### src/rtl/gor_bist.sv
// gor_bist: built-in self-test driver and checker for two-input gate cells.
// Walks the four a/b combinations in Gray order, holds each for HOLD_CYCLES,
// checks y against the selected truth table and reports errors and pass.
module gor_bist #(
  parameter int HOLD_CYCLES = 10,
  parameter int ERR_W       = 3
) (
  input  logic             clk,
  input  logic             rst,
  input  logic             start,
  input  logic [1:0]       func,
  input  logic             y,
  output logic             a,
  output logic             b,
  output logic [1:0]       vec,
  output logic             busy,
  output logic             done,
  output logic             pass,
  output logic [ERR_W-1:0] err_count
);

  localparam int               CNT_W     = (HOLD_CYCLES > 1) ? $clog2(HOLD_CYCLES) : 1;
  localparam logic [CNT_W-1:0] HOLD_LOAD = CNT_W'(HOLD_CYCLES - 1);

  typedef enum logic {IDLE = 1'b0, RUN = 1'b1} state_t;

  state_t           state, state_nxt;
  logic [1:0]       func_q, func_nxt;
  logic [CNT_W-1:0] hold_cnt, hold_nxt;
  logic             a_nxt, b_nxt, busy_nxt, done_nxt, pass_nxt;
  logic [1:0]       vec_nxt, vec_inc;
  logic [ERR_W-1:0] err_nxt, err_chk;

  // Truth table of the gate type the run is checking.
  function automatic logic expected_y(input logic [1:0] f, input logic ia, input logic ib);
    case (f)
      2'b00:   return ia | ib;
      2'b01:   return ia & ib;
      2'b10:   return ia ^ ib;
      default: return ~(ia | ib);
    endcase
  endfunction

  // Error counter increment that sticks at all-ones instead of wrapping.
  function automatic logic [ERR_W-1:0] sat_inc(input logic [ERR_W-1:0] e);
    if (e == {ERR_W{1'b1}}) return e;
    return e + ERR_W'(1);
  endfunction

  // Gray-ordered vector table: 00, 10, 11, 01.
  function automatic logic gray_a(input logic [1:0] v);
    return v[1] ^ v[0];
  endfunction

  function automatic logic gray_b(input logic [1:0] v);
    return v[1];
  endfunction

  // Next-state and next-output logic; everything defaults to holding its value.
  always_comb begin
    state_nxt = state;
    func_nxt  = func_q;
    hold_nxt  = hold_cnt;
    a_nxt     = a;
    b_nxt     = b;
    vec_nxt   = vec;
    busy_nxt  = busy;
    done_nxt  = 1'b0;
    pass_nxt  = pass;
    err_nxt   = err_count;
    vec_inc   = vec + 2'd1;
    err_chk   = (y != expected_y(func_q, a, b)) ? sat_inc(err_count) : err_count;

    case (state)
      IDLE: begin
        a_nxt    = 1'b0;
        b_nxt    = 1'b0;
        busy_nxt = 1'b0;
        if (start) begin
          state_nxt = RUN;
          func_nxt  = func;
          err_nxt   = '0;
          pass_nxt  = 1'b0;
          vec_nxt   = 2'd0;
          hold_nxt  = HOLD_LOAD;
          busy_nxt  = 1'b1;
        end
      end
      RUN: begin
        if (hold_cnt != '0) begin
          hold_nxt = hold_cnt - CNT_W'(1);
        end else begin
          // Check edge: the final vector's compare is folded into pass.
          err_nxt = err_chk;
          if (vec != 2'd3) begin
            vec_nxt  = vec_inc;
            a_nxt    = gray_a(vec_inc);
            b_nxt    = gray_b(vec_inc);
            hold_nxt = HOLD_LOAD;
          end else begin
            state_nxt = IDLE;
            a_nxt     = 1'b0;
            b_nxt     = 1'b0;
            vec_nxt   = 2'd0;
            busy_nxt  = 1'b0;
            done_nxt  = 1'b1;
            pass_nxt  = (err_chk == '0);
          end
        end
      end
      default: state_nxt = IDLE;
    endcase
  end

  // State and output registers; reset aborts any run without a done pulse.
  always_ff @(posedge clk or posedge rst) begin
    if (rst) begin
      state     <= IDLE;
      func_q    <= 2'd0;
      hold_cnt  <= '0;
      a         <= 1'b0;
      b         <= 1'b0;
      vec       <= 2'd0;
      busy      <= 1'b0;
      done      <= 1'b0;
      pass      <= 1'b0;
      err_count <= '0;
    end else begin
      state     <= state_nxt;
      func_q    <= func_nxt;
      hold_cnt  <= hold_nxt;
      a         <= a_nxt;
      b         <= b_nxt;
      vec       <= vec_nxt;
      busy      <= busy_nxt;
      done      <= done_nxt;
      pass      <= pass_nxt;
      err_count <= err_nxt;
    end
  end

endmodule

### config.mk
export PLATFORM = sky130hd
export DESIGN_NAME = gor_bist
export DESIGN_NICKNAME = d
export VERILOG_FILES = /design/src/rtl/gor_bist.sv
export SDC_FILE = /design/constraint.sdc
export NUM_CORES = 1
export LEC_CHECK = 0
export CAP_MARGIN = 20
export CORE_MARGIN = 2
export CORE_UTILIZATION = 50
export CTS_CLUSTER_SIZE = 10
export DETAILED_ROUTE_END_ITERATION = 10
export PLACE_DENSITY_LB_ADDON = 0.12
export SLEW_MARGIN = 0
export SYNTH_ARGS = -nofsm -noshare
export SYNTH_HDL_FRONTEND = slang
export SYNTH_SLANG_ARGS = --single-unit
### constraint.sdc
create_clock -name clk -period 2.6 [get_ports clk]
set_clock_uncertainty 0.05 [all_clocks]
set_input_delay 0.65 -clock clk [delete_from_list [all_inputs] [get_ports clk]]
set_output_delay 0.65 -clock clk [all_outputs]
set_load 0.03 [all_outputs]
# Word level (Yosys, flattened, before mapping)
# Index checks and enable logic that the tools add are counted.
dict set report word_totals {
  reg_bits 17
  in_bits 6
  out_inout_bits 10
  wordCells 72
}
dict set report classes {
  addsub 3
  eq_ne 9
  n_mux 36
  n_bitwise 6
  n_reduce_logical 8
}
# operator count
set op_table {}
lappend op_table {{two-way mux 1 bit} 16}
lappend op_table {{two-way mux 3 bit} 5}
lappend op_table {{two-way mux 4 bit} 3}
lappend op_table {{case mux 1 bit (2 select lines)} 5}
lappend op_table {{inequality test 2 bit (second input constant)} 4}
lappend op_table {{case mux 4 bit (2 select lines)} 1}
lappend op_table {{AND reduction 2 bit} 4}
lappend op_table {{two-way mux 2 bit} 3}
lappend op_table {{case mux 3 bit (2 select lines)} 1}
lappend op_table {{case mux 2 bit (2 select lines)} 1}
lappend op_table {{nonzero test 4 bit} 1}
lappend op_table {{subtractor 4 x 1 -> 4 bit (second input constant)} 1}
lappend op_table {{adder 3 x 1 -> 3 bit (second input constant)} 1}
lappend op_table {{equality test 3 bit (second input constant)} 1}
lappend op_table {{logical NOT 3 bit} 1}
lappend op_table {{inequality test 3 x 1 -> 1 bit (second input constant)} 1}
lappend op_table {{case mux 1 bit (3 select lines)} 1}
lappend op_table {{AND reduction 3 bit} 1}
lappend op_table {{adder 2 x 1 -> 2 bit (second input constant)} 1}
lappend op_table {{equality test 2 x 1 -> 1 bit (second input constant)} 1}
lappend op_table {{equality test 2 bit (second input constant)} 1}
lappend op_table {{logical NOT 2 bit} 1}
lappend op_table {{NOT 1 bit} 2}
lappend op_table {{XOR 1 bit} 2}
lappend op_table {{3 further kinds} 3}

# Longest topological paths before layout
# Gate-level depths: netlist of the first run.
dict set report logic_depth {
  ltp_word 9
  depth_mapped 7
  mapped_depth_nobuf 7
}

# Worst setup path before layout of the first run
# Ideal clock, no wire load.
dict set report synth_path {
  path_kind {flip-flop to flip-flop}
  from {register a}
  to {register pass}
  setup_ps 110
  arrival_ps 2096
  required_time_ps 2440
  setup_slack_ps 344
  stages_incl_launch_ff 8
  n_path_buf 0
  period_less_slack_ps 2256
  cell_sequence {dfrtp_1 -> inv_1 -> ha_1 -> or2_1 -> and3_1 -> nor4b_2 -> mux2_2 -> o41ai_1}
}
dict set report synth_via {
  elab_chain_len 9
  word_cells_on_any_way 11
  cone_classes {eq/ne (1); mux (5); bitwise (4); reduce/logical (1)}
}
# item line_no
set synth_lines {}
lappend synth_lines {{start: declaration} 13} ;# output logic a,
lappend synth_lines {{start signal: assignment} 132} ;# a <= a_nxt;
lappend synth_lines {{OR 1 bit} {37, 40}}
lappend synth_lines {{NOT 1 bit} 40} ;# default: return ~(ia | ib);
lappend synth_lines {{case mux 1 bit (3 select lines) (*)} 36} ;# case (f)
lappend synth_lines {{inequality test 1 bit (*)} 72} ;# err_chk = (y != expected_y(func_q, a, b)) ? sat_inc(err_count) : err_count;
lappend synth_lines {{two-way mux 3 bit (*)} 72}
lappend synth_lines {{logical NOT 3 bit (*)} 107} ;# pass_nxt = (err_chk == '0);
lappend synth_lines {{two-way mux 1 bit (*)} 95} ;# if (vec != 2'd3) begin
lappend synth_lines {{two-way mux 1 bit (*)} 90} ;# if (hold_cnt != '0) begin
lappend synth_lines {{case mux 1 bit (2 select lines) (*)} 74} ;# case (state)
lappend synth_lines {{end signal: assignment} 137} ;# pass <= pass_nxt;
lappend synth_lines {{end: declaration} 18} ;# output logic pass,
# Every way passes the cells marked *; elsewhere a longest branch is shown, timed or not. The select of a mux whose other input is x is not followed.
# A chain may end at the register's enable or synchronous reset.

# Worst setup path after layout of the first run
dict set report layout_path {
  from {input port y}
  to {register pass}
}
dict set report layout_via {
  elab_chain_len 6
}
# item line_no
set layout_lines {}
lappend layout_lines {{start: declaration} 12} ;# input logic y,
lappend layout_lines {{inequality test 1 bit} 72}
lappend layout_lines {{two-way mux 3 bit} 72}
lappend layout_lines {{logical NOT 3 bit} 107}
lappend layout_lines {{two-way mux 1 bit} 95}
lappend layout_lines {{two-way mux 1 bit} 90}
lappend layout_lines {{case mux 1 bit (2 select lines)} 74}
# No other way between the ends. The select of a mux whose other input is x is not followed.

==> results of run 1 <==
registers in the layout, summed over array words and instances, names as in the netlist:
register   cells
a              1
state          1
hold_cnt       4
func_q         2
pass           1
vec            2
b              1
busy           1
done           1
err_count      3
cell type report:
type / instances / share of cell area
clock buffer: 4 / 0.0237
inverter: 4 / 0.0136
multi-input combinational: 69 / 0.408
sequential: 17 / 0.384
tap: 25 / 0.0282
timing repair buffer: 16 / 0.142
per-layer routing:
metal	part of all wire	vias to the layer above	GRT usage
met1	0.48	331	0.264
met4	0.015	0	0.0857
met3	0.031	3	0.0471
met5	0	-	0
met2	0.48	14	0.300
li1	-	354	-
worst paths after layout:
| kind | endpoint | depth (start not counted) | slack (ns) | startpoint |
|---|---|---|---|---|
| worst max-delay path | pass$_DFFE_PP0P_ | 6 | 0.42 | y |
| worst min-delay path | pass$_DFFE_PP0P_ | 2 | 0.47 | pass$_DFFE_PP0P_ |
| worst max register to register | pass$_DFFE_PP0P_ | 7 | 0.48 | b$_DFFE_PP0P_ |
| worst min register to register | pass$_DFFE_PP0P_ | 2 | 0.47 | pass$_DFFE_PP0P_ |
| max in group asynchronous | hold_cnt[3]$_DFFE_PP0P_ | 2 | 1.43 | rst |
| min in group asynchronous | done$_DFF_PP0_ | 2 | 0.67 | rst |
logic make-up (layout without fill, tap and decap cells):
family,Yosys count,after routing,synth area share
adders and majority gates,4,4,0.0556
buffers and inverters,6,24,0.0250
AOI/OAI and AO/OA,15,15,0.110
DFF,17,17,0.473
xor gates and xnor gates,1,1,0.00974
and+or+nand+nor,44,44,0.268
muxes,5,5,0.0584
synthesized netlist by cell type (all sizes together) (3+ instances only):
cell type   n
inv         4
nand2      16
dfrtp      17
mux2i       3
ha          4
nor2        6
o21ai       6
nand3       4
nand2b      4
through the flow:
step / setup WS, ns / utilization / hold slack (ns) / total power [mW] / std cells
2_1_floorplan: 0.344 / - / 0.453 / 0.999 / 92
3_3_place_gp: 0.127 / 0.633 / 0.434 / 1.21 / 131
3_5_place_dp: 0.103 / 0.633 / 0.451 / 1.24 / 131
4_1_cts: 0.411 / 0.648 / 0.474 / 1.39 / 135
5_1_grt: 0.307 / 0.648 / 0.501 / 1.50 / 135
6_report: 0.424 / 0.648 / 0.474 / 1.38 / 135
critical path, cell delays in order:
cell	delay, ns
sky130_fd_sc_hd__clkdlybuf4s50_1	0.51
sky130_fd_sc_hd__nor2_1	0.05
sky130_fd_sc_hd__and3_1	0.19
sky130_fd_sc_hd__nor3_1	0.25
sky130_fd_sc_hd__mux2_1	0.35
sky130_fd_sc_hd__o41ai_1	0.32
power by group through the flow:
stage	Sequential (mW)	Clock [mW]	Combinational, mW
global placement	0.494	0	0.720
global route	0.514	0.161	0.830
finish	0.498	0.143	0.738
floorplan	0.590	0	0.410
CTS	0.495	0.145	0.744
detailed placement	0.498	0	0.740
==> Flow_metrics.wiki, run 1 <==
{| class="wikitable"
! Metric !! Value
|-
| Outcome || finished clean
|-
| Core region area || around 1700 µm²
|-
| Min-Delay Path Class || flip-flop to flip-flop
|-
| Most used cells in the layout excluding fill and tap cells || sky130_fd_sc_hd__dfrtp_1 (17), sky130_fd_sc_hd__nand2_1 (16), sky130_fd_sc_hd__clkdlybuf4s50_1 (15), sky130_fd_sc_hd__nor2_1 (6), sky130_fd_sc_hd__o21ai_0 (5)
|-
| Maximum clock insertion buffer count || 2
|-
| Combinational fraction of design power || 0.536
|-
| Setup Fix Bufs, Post-CTS || 0
|-
| Clock sink count || 17
|-
| Switching Fraction || 0.426
|-
| Worst Setup Path Type || primary input to flip-flop
|-
| Mapped Avg Cell Area || 9.78 µm²
|-
| Synth-to-Final Area Change || 23.1%
|-
| Syn nets || around 100
|-
| Synth Instances || 92
|-
| Arrival @ worst endpoint || 2.32 ns
|-
| Final setup violation count || 0
|-
| Yosys warning total || 0
|-
| Remaining global-route overflow || 0
|-
| I/O pin total || 16
|-
| Post-route DRC || 0
|-
| Internal power summed over all cells || 0.792 mW
|-
| Count of fill cells added during filler insertion || 138
|-
| Vias || 702
|-
| Global-route wire length before repair || roughly 2900 µm
|-
| Unrepaired setup endpoints after global routing || no
|-
| Starting density of the core || 0.527
|-
| Clock transition at the registers of the reported paths || 0.09 ns
|-
| Initial antenna violation count || 0
|-
| Number of I/O port buffers || 15
|-
| Power density relative to cell area || 1250 nW/µm²
|-
| Placement row count || 15
|-
| Placed cell areas || between 1000 and 1500 µm²
|-
| Required time at the endpoint of the critical path || 2.74 ns
|-
| Kind of launch point of the worst setup path || primary input
|-
| Slew headroom || 0.586
|-
| Number of max-cap violations || 0
|-
| Multi-input combinational cell area || 452 µm²
|-
| Fraction of registers with async set or reset after synthesis || 1.00
|-
| Number of global-route vias before repair || approximately 680
|-
| Final weighted congestion of routability-driven global placement || 0.795
|-
| Largest area contributor in the synthesized netlist || sky130_fd_sc_hd__dfrtp_1
|-
| Biggest area contributors in the synthesized netlist || sky130_fd_sc_hd__dfrtp_1 (47%), sky130_fd_sc_hd__nand2_1 (6.7%), sky130_fd_sc_hd__ha_1 (5.6%), sky130_fd_sc_hd__mux2i_1 (3.3%), sky130_fd_sc_hd__nand2b_1 (2.8%)
|-
| Number of search-and-repair iterations in the first detailed-routing pass || 4
|-
| Iter 0 DRT Violations || 11
|-
| Fraction of final layout cells sized beyond drive strength 1 || 0.100
|-
| Clock tree from TritonCTS || built
|-
| Post-DR vias/cell || 5.20
|-
| Clock H-tree levels || 1
|-
| Count of distinct cell types in the synthesized netlist || 34
|-
| Share of total power in the clock network || 0.104
|-
| DPL Wire Length || approximately 1300 µm
|-
| Wire length per cell || 12.5 µm
|-
| Cts bufs inserted || 3
|-
| Overall routing resource usage || 0.197
|-
| Netlist Area Pre-Place || 900 µm²
|-
| WL final || between 1500 and 2000 µm
|-
| Resized cells post-CTS || 0
|-
| #FFs+latches synth || 17
|-
| Pin count of the biggest net entering global routing || 18
|-
| Antenna diodes || 0
|-
| Quantity of hold-fixing buffers added after cts || 0
|-
| Vertical die dimension || 46.4 µm
|-
| Share of Yosys cell area claimed by the top area cell type || 0.473
|-
| Part of the power in registers || 0.361
|-
| Total leakage power || 0.504 nW
|-
| Clock latency reported for the late side of the worst-skew pair || slightly below 0.3 ns
|-
| Area of the die || 2150 µm²
|-
| Horizontal die dimension || 46.4 µm
|-
| Crit path max fanout || 4
|-
| Net switching power figure || between 0.5 and 0.6 mW
|-
| Sequential cell area || around 430 µm²
|-
| Setup crit end kind || flip-flop
|-
| Number of hold-slack violations in the final timing report || 0
|-
| Max-slew violation count || 0
|-
| Most common library cell in the layout ignoring fill and taps || sky130_fd_sc_hd__dfrtp_1
|-
| Worst slew pin tran || 0.620 ns
|-
| EDFF count, synth || 0
|-
| Sequential area share after synthesis || 0.473
|-
| Main flop type after synthesis || sky130_fd_sc_hd__dfrtp_1
|-
| Shortest clock period the worst path allows after layout || between 2 and 2.5 ns
|-
| Total negative slack for setup checks || 0 ns
|-
| Fin area || 1110 µm²
|-
| Worst vdd ir || 0.000603 V
|-
| Final worst-path cycle share || 0.837
|-
| Master cell of the clock root buffer || sky130_fd_sc_hd__clkbuf_4
|-
| Antenna viol nets, final || 0
|-
| Fmax || 0.460 GHz
|-
| Number of nets in the finished design || 121
|}
Note: power is estimated with default switching activity, not from simulation.
==> inputs of run 2 (changes only) <==
CORE_UTILIZATION = 45   (was 50)
clock period = 1.8 ns   (was 2.6 ns; I/O delays follow)
==> Flow_metrics.wiki, run 2 (same netlist as run 1, synthesis figures left out) <==
{| class="wikitable"
! Metric !! Value
|-
| Max-slew violation count || 0 (unchanged)
|-
| Required time at the endpoint of the critical path || 1.95 ns (-0.79 ns)
|-
| Number of max-cap violations || 0 (unchanged)
|-
| Remaining global-route overflow || 0 (unchanged)
|-
| Clock H-tree levels || 1 (unchanged)
|-
| Largest registers in the final layout || hold_cnt (4), err_count (3)
|-
| Number of I/O port buffers || 15 (unchanged)
|-
| DPL Wire Length || 1510 µm (+20%)
|-
| Kind of launch point of the worst setup path || flip-flop
|-
| WL final || 1970 µm (+17%)
|-
| Number of flip-flops in the largest register || 4 (unchanged)
|-
| Slew headroom || 0.755 (+0.169)
|-
| Shortest clock period the worst path allows after layout || 1.98 ns
|-
| Worst slew pin tran || 0.367 ns (-0.254 ns)
|-
| Final weighted congestion of routability-driven global placement || 0.759 (-4.6%)
|-
| Global-route wire length before repair || 3540 µm (+22%)
|-
| Register bank with the most flops || hold_cnt
|-
| Clock latency reported for the late side of the worst-skew pair || 0.29 ns (about the same)
|-
| Number of search-and-repair iterations in the first detailed-routing pass || 4 (unchanged)
|-
| Failing checks || setup timing
|-
| Unrepaired setup endpoints after global routing || yes
|-
| Clock sink count || 17 (unchanged)
|-
| Fmax || approximately 0.50 GHz
|-
| Share of total power in the clock network || 0.086 (-0.018)
|-
| Core region area || 1920 µm² (+13%)
|-
| Overall power of the completed layout || 2.38 mW (+73%)
|-
| Number of global-route vias before repair || 814 (+20%)
|-
| I/O pin total || 16 (unchanged)
|-
| Non-filler instance count after layout || 158 (+17%)
|-
| Count of placed standard cells including taps || 152 (+16%)
|-
| Antenna viol nets, final || 0 (unchanged)
|-
| Count of fill cells added during filler insertion || 166 (+20%)
|-
| Synth-to-Final Area Change || 49.9%
|-
| Final worst-path cycle share || 1.10
|-
| Antenna diodes || 0 (unchanged)
|-
| Wire length per cell || 12.4 µm (about the same)
|-
| Min-Delay Path Class || primary input to asynchronous set/reset pin
|-
| Post-DR vias/cell || 5.04 (-3.0%)
|-
| Number of nets in the finished design || 142 (+17%)
|-
| Cts bufs inserted || 3 (unchanged)
|-
| Post-route DRC || 0 (unchanged)
|-
| Vertical die dimension || 48.7 µm (+4.9%)
|-
| Quantity of hold-fixing buffers added after cts || 0 (unchanged)
|-
| Pin count of the biggest net entering global routing || 18 (unchanged)
|-
| Outcome || finished, violations left
|-
| Final setup violation count || 3 (+3)
|-
| Power density relative to cell area || 1770 nW/µm² (+42%)
|-
| Net switching power figure || 0.981 mW (+67%)
|-
| Clock transition at the registers of the reported paths || 0.10 ns (about the same)
|-
| Vias || 797 (+14%)
|-
| Overall routing resource usage || 0.193 (-0.00363)
|-
| Most used cells in the layout excluding fill and tap cells || sky130_fd_sc_hd__buf_4 (22), sky130_fd_sc_hd__nand2_1 (15), sky130_fd_sc_hd__dfrtp_1 (13), sky130_fd_sc_hd__dlygate4sd2_1 (10), sky130_fd_sc_hd__nor2_1 (6)
|-
| Internal power summed over all cells || 1.40 mW (+77%)
|-
| Horizontal die dimension || 48.7 µm (+4.9%)
|-
| Switching Fraction || 0.412 (-0.0138)
|-
| Placement row count || 16 (+1)
|-
| Area of the die || 2370 µm² (+10%)
|-
| Worst Setup Path Type || flip-flop to flip-flop
|-
| Most common library cell in the layout ignoring fill and taps || sky130_fd_sc_hd__buf_4
|-
| Clock tree from TritonCTS || built
|-
| Iter 0 DRT Violations || 10 (-1)
|-
| Combinational fraction of design power || 0.618 (+0.082)
|-
| Starting density of the core || 0.468 (-0.0586)
|-
| Total leakage power || 0.651 nW (+29%)
|-
| Part of the power in registers || 0.295 (-0.066)
|-
| Crit path max fanout || 3 (-1)
|-
| Maximum clock insertion buffer count || 2 (unchanged)
|-
| Arrival @ worst endpoint || 2.13 ns (-0.19 ns)
|-
| Setup crit end kind || flip-flop
|-
| Number of hold-slack violations in the final timing report || 0 (unchanged)
|-
| Final setup margin || -0.180 ns (-0.605 ns)
|-
| Initial antenna violation count || 0 (unchanged)
|-
| Fraction of final layout cells sized beyond drive strength 1 || 0.405 (+0.305)
|-
| Worst vdd ir || 0.00112 V (+85%)
|-
| Master cell of the clock root buffer || sky130_fd_sc_hd__clkbuf_4
|}
run 2: cell count changes in the layout (fill, tap and decap cells not counted), sizes merged:
cell	previous run	this run
clkinv	0	1
buf	1	22
dlygate4sd2	0	10
clkbuf	4	3
clkdlybuf4s50	15	5
run 2: timing repair:
| item | 4_1_cts | 5_1_grt |
|---|---|---|
| setup endpoints to repair | 13 | 4 |
| resized for setup | 18 | 1 |
| pin swaps | 0 | 1 |
| cloned | 0 | 0 |
| setup buffers | 1 | 1 |
run 2: worst paths after layout:
| kind | startpoint | endpoint | slack (ns) | depth (start not counted) |
|---|---|---|---|---|
| max in group asynchronous | rst | vec[1]$_DFFE_PP0P_ | 1.08 | 3 |
| min reg2reg | pass$_DFFE_PP0P_ | pass$_DFFE_PP0P_ | 0.47 | 2 |
| max reg2reg | a$_DFFE_PP0P_ | pass$_DFFE_PP0P_ | -0.18 | 6 |
| max | a$_DFFE_PP0P_ | pass$_DFFE_PP0P_ | -0.18 | 6 |
| min | rst | func_q[1]$_DFFE_PP0P_ | 0.41 | 3 |
| min in group clk | pass$_DFFE_PP0P_ | pass$_DFFE_PP0P_ | 0.47 | 2 |
run 2: worst max-delay path: stages, from the launching register on:
cell	delay, ns
sky130_fd_sc_hd__dfrtp_2	0.43
sky130_fd_sc_hd__ha_2	0.19
sky130_fd_sc_hd__mux2i_2	0.18
sky130_fd_sc_hd__mux2i_2	0.34
sky130_fd_sc_hd__nor3_2	0.09
sky130_fd_sc_hd__mux2_4	0.31
sky130_fd_sc_hd__o41ai_2	0.29
run 2: routing by layer:
metal | part of all wire | GRT usage
met3 | 0.026 | 0.0309
met4 | 0.021 | 0.0857
met1 | 0.45 | 0.231
met2 | 0.50 | 0.340
met5 | 0 | 0
run 2: through the flow:
| step | TNS, ns | util | hold WS [ns] | setup WS (ns) | cell area (µm²) |
|---|---|---|---|---|---|
| finish | -0.296 | 0.702 | 0.415 | -0.180 | 1350 |
| floorplan | -0.302 | - | 0.326 | -0.230 | 950 |
| CTS | -0.300 | 0.696 | 0.418 | -0.180 | 1340 |
| detailed placement | -1.51 | 0.664 | 0.446 | -0.444 | 1280 |
| global route | -0.547 | 0.702 | 0.451 | -0.250 | 1350 |
| global placement | -1.33 | 0.664 | 0.428 | -0.407 | 1280 |
run 2: cell type report:
| cell class | instances | area (µm²) | area share |
|---|---|---|---|
| Clock inverter | 1 | 5.00 | 0.00371 |
| Multi-Input combinational cell | 69 | 539 | 0.400 |
| Tap cell | 27 | 33.8 | 0.0250 |
| Clock buffer | 3 | 22.5 | 0.0167 |
| Inverter | 4 | 15.0 | 0.0111 |
| Timing Repair Buffer | 37 | 303 | 0.224 |
| Sequential cell | 17 | 430 | 0.319 |
run 2: power by group through the flow:
stage / logic, mW / registers, mW / clock network (mW)
after global placement: 1.38 / 0.697 / 0
after detailed placement: 1.41 / 0.704 / 0
after floorplan: 0.691 / 0.874 / 0
after global routing: 1.62 / 0.732 / 0.231
final: 1.47 / 0.704 / 0.205
after CTS: 1.46 / 0.702 / 0.215
==> edit (flow settings as in run 1) <==
Set the parameter `ERR_W` to 2 (it was 3).
--- a/src/rtl/gor_bist.sv
+++ b/src/rtl/gor_bist.sv
@@ -5,3 +5,3 @@
   parameter int HOLD_CYCLES = 10,
-  parameter int ERR_W       = 3
+  parameter int ERR_W       = 2
 ) (
Interface: changed (resized err_count); port bits go from 16 to 15. No check against the original RTL was run, so the function may have changed too.
==> edit against run 1 <==
Final area down 9.2%. Wire length down 3.8%. Worst setup slack better by 0.087 ns. Core utilization up 1.2 points. Critical endpoint is now vec[1]. Via count down 4.8%. Sequential power down 12%. Critical path depth down 5. Sequential cell count down 1. Synthesized area down 8.1%. Total power down 14%. Die area down 7.4%. Highest routed layer unchanged.
==> edit: results (changes against run 1) <==
Final min period - 2.09 ns (-0.0871 ns)
net count after synthesis - 97 (-4.9%)
placed cells - 116 (-11%)
first-pass GRT wire length - 2760 µm (-4.8%)
status - finished, final reports clean
initial DRC count - 16 (+5)
Worst-Margin Slew - 0.595 ns (-0.0253 ns)
WL met2 - 817 µm (+1.6%)
most instantiated cells after synthesis - 16 x dfrtp_1, 15 x nand2_1, 10 x inv_1
fraction of layout cells with a size suffix above 1 - 7.77% (-2.2 points)
worst reg2reg endpoint - err_count[0]$_DFFE_PP0P_
Pleak - 0.000458 µW (-9.1%)
DP HPWL - 1230 µm (-1.8%)
worst hold endpoint - busy$_DFFE_PP0P_
DR vias - 668 (-4.8%)
Met1 Routed Length - 708 µm (-12%)
length in cells of the worst reg-to-reg path - 6 (-1)
M2 GR Usage - 31.9% (+1.9 points)
largest net degree at the start of global routing - 17 (-1)
PortBufs - 14 (-1)
Setup WS pre-CTS - 0.633 ns (+0.530 ns)
vias in the first global route - 656 (-3.1%)
gr usage total - 19.7% (+0.034 points)
top cells by area, synth - dfrtp_1 48%, nand2_1 6.8%, ha_1 6.1%
FF-to-FF Start - hold_cnt[0]$_DFFE_PP0P_
edit: worst register-to-register path, delay by kind of cell (launching register included):
family,cells,cell delay (ns)
AO/OA/AOI/OAI,1,0.22
adder cells (fa/ha/maj),1,0.17
buffers and inverters,1,0.08
flip-flops,1,0.43
AND/OR/NAND/NOR,3,0.69
edit: how the worst max path moves through the flow:
stage,cells after the start,start,to,slack (ns)
6_report,1,vec[1]$_DFFE_PP0P_,vec[1],0.51
5_1_grt,1,err_count[0]$_DFFE_PP0P_,err_count[0],0.47
4_1_cts,1,vec[1]$_DFFE_PP0P_,vec[1],0.51
3_5_place_dp,6,start,hold_cnt[0]$_DFFE_PP0P_,0.63
3_3_place_gp,4,start,vec[1]$_DFFE_PP0P_,0.68
2_1_floorplan,7,a$_DFFE_PP0P_,pass$_DFFE_PP0P_,0.80
edit: layout make-up:
| type | instances | area, µm² |
|---|---|---|
| tap | 16 | 20.0 |
| inverter | 10 | 37.5 |
| fill | 134 | 518 |
| multi-input combinational | 60 | 385 |
| timing repair buffer | 14 | 140 |
| clock buffer | 3 | 22.5 |
| sequential | 16 | 400 |
edit: kinds of logic (layout without fill, tap and decap cells):
| family | count (synthesis) | count (layout) | share of synthesized area [%] |
|---|---|---|---|
| flip-flops | 16 | 16 | 48.4 |
| AO/OA/AOI/OAI | 20 | 20 | 18.5 |
| AND/OR/NAND/NOR | 36 | 36 | 22.1 |
| buffers and inverters | 11 | 27 | 4.99 |
| adder cells (fa/ha/maj) | 4 | 4 | 6.05 |
edit: power breakdown:
group          internal (µW)  switching (µW)  total, µW  leakage, µW
clock                   53.9            73.9        128    0.0000138
combinational            275             345        620     0.000250
sequential               344            93.1        437     0.000195
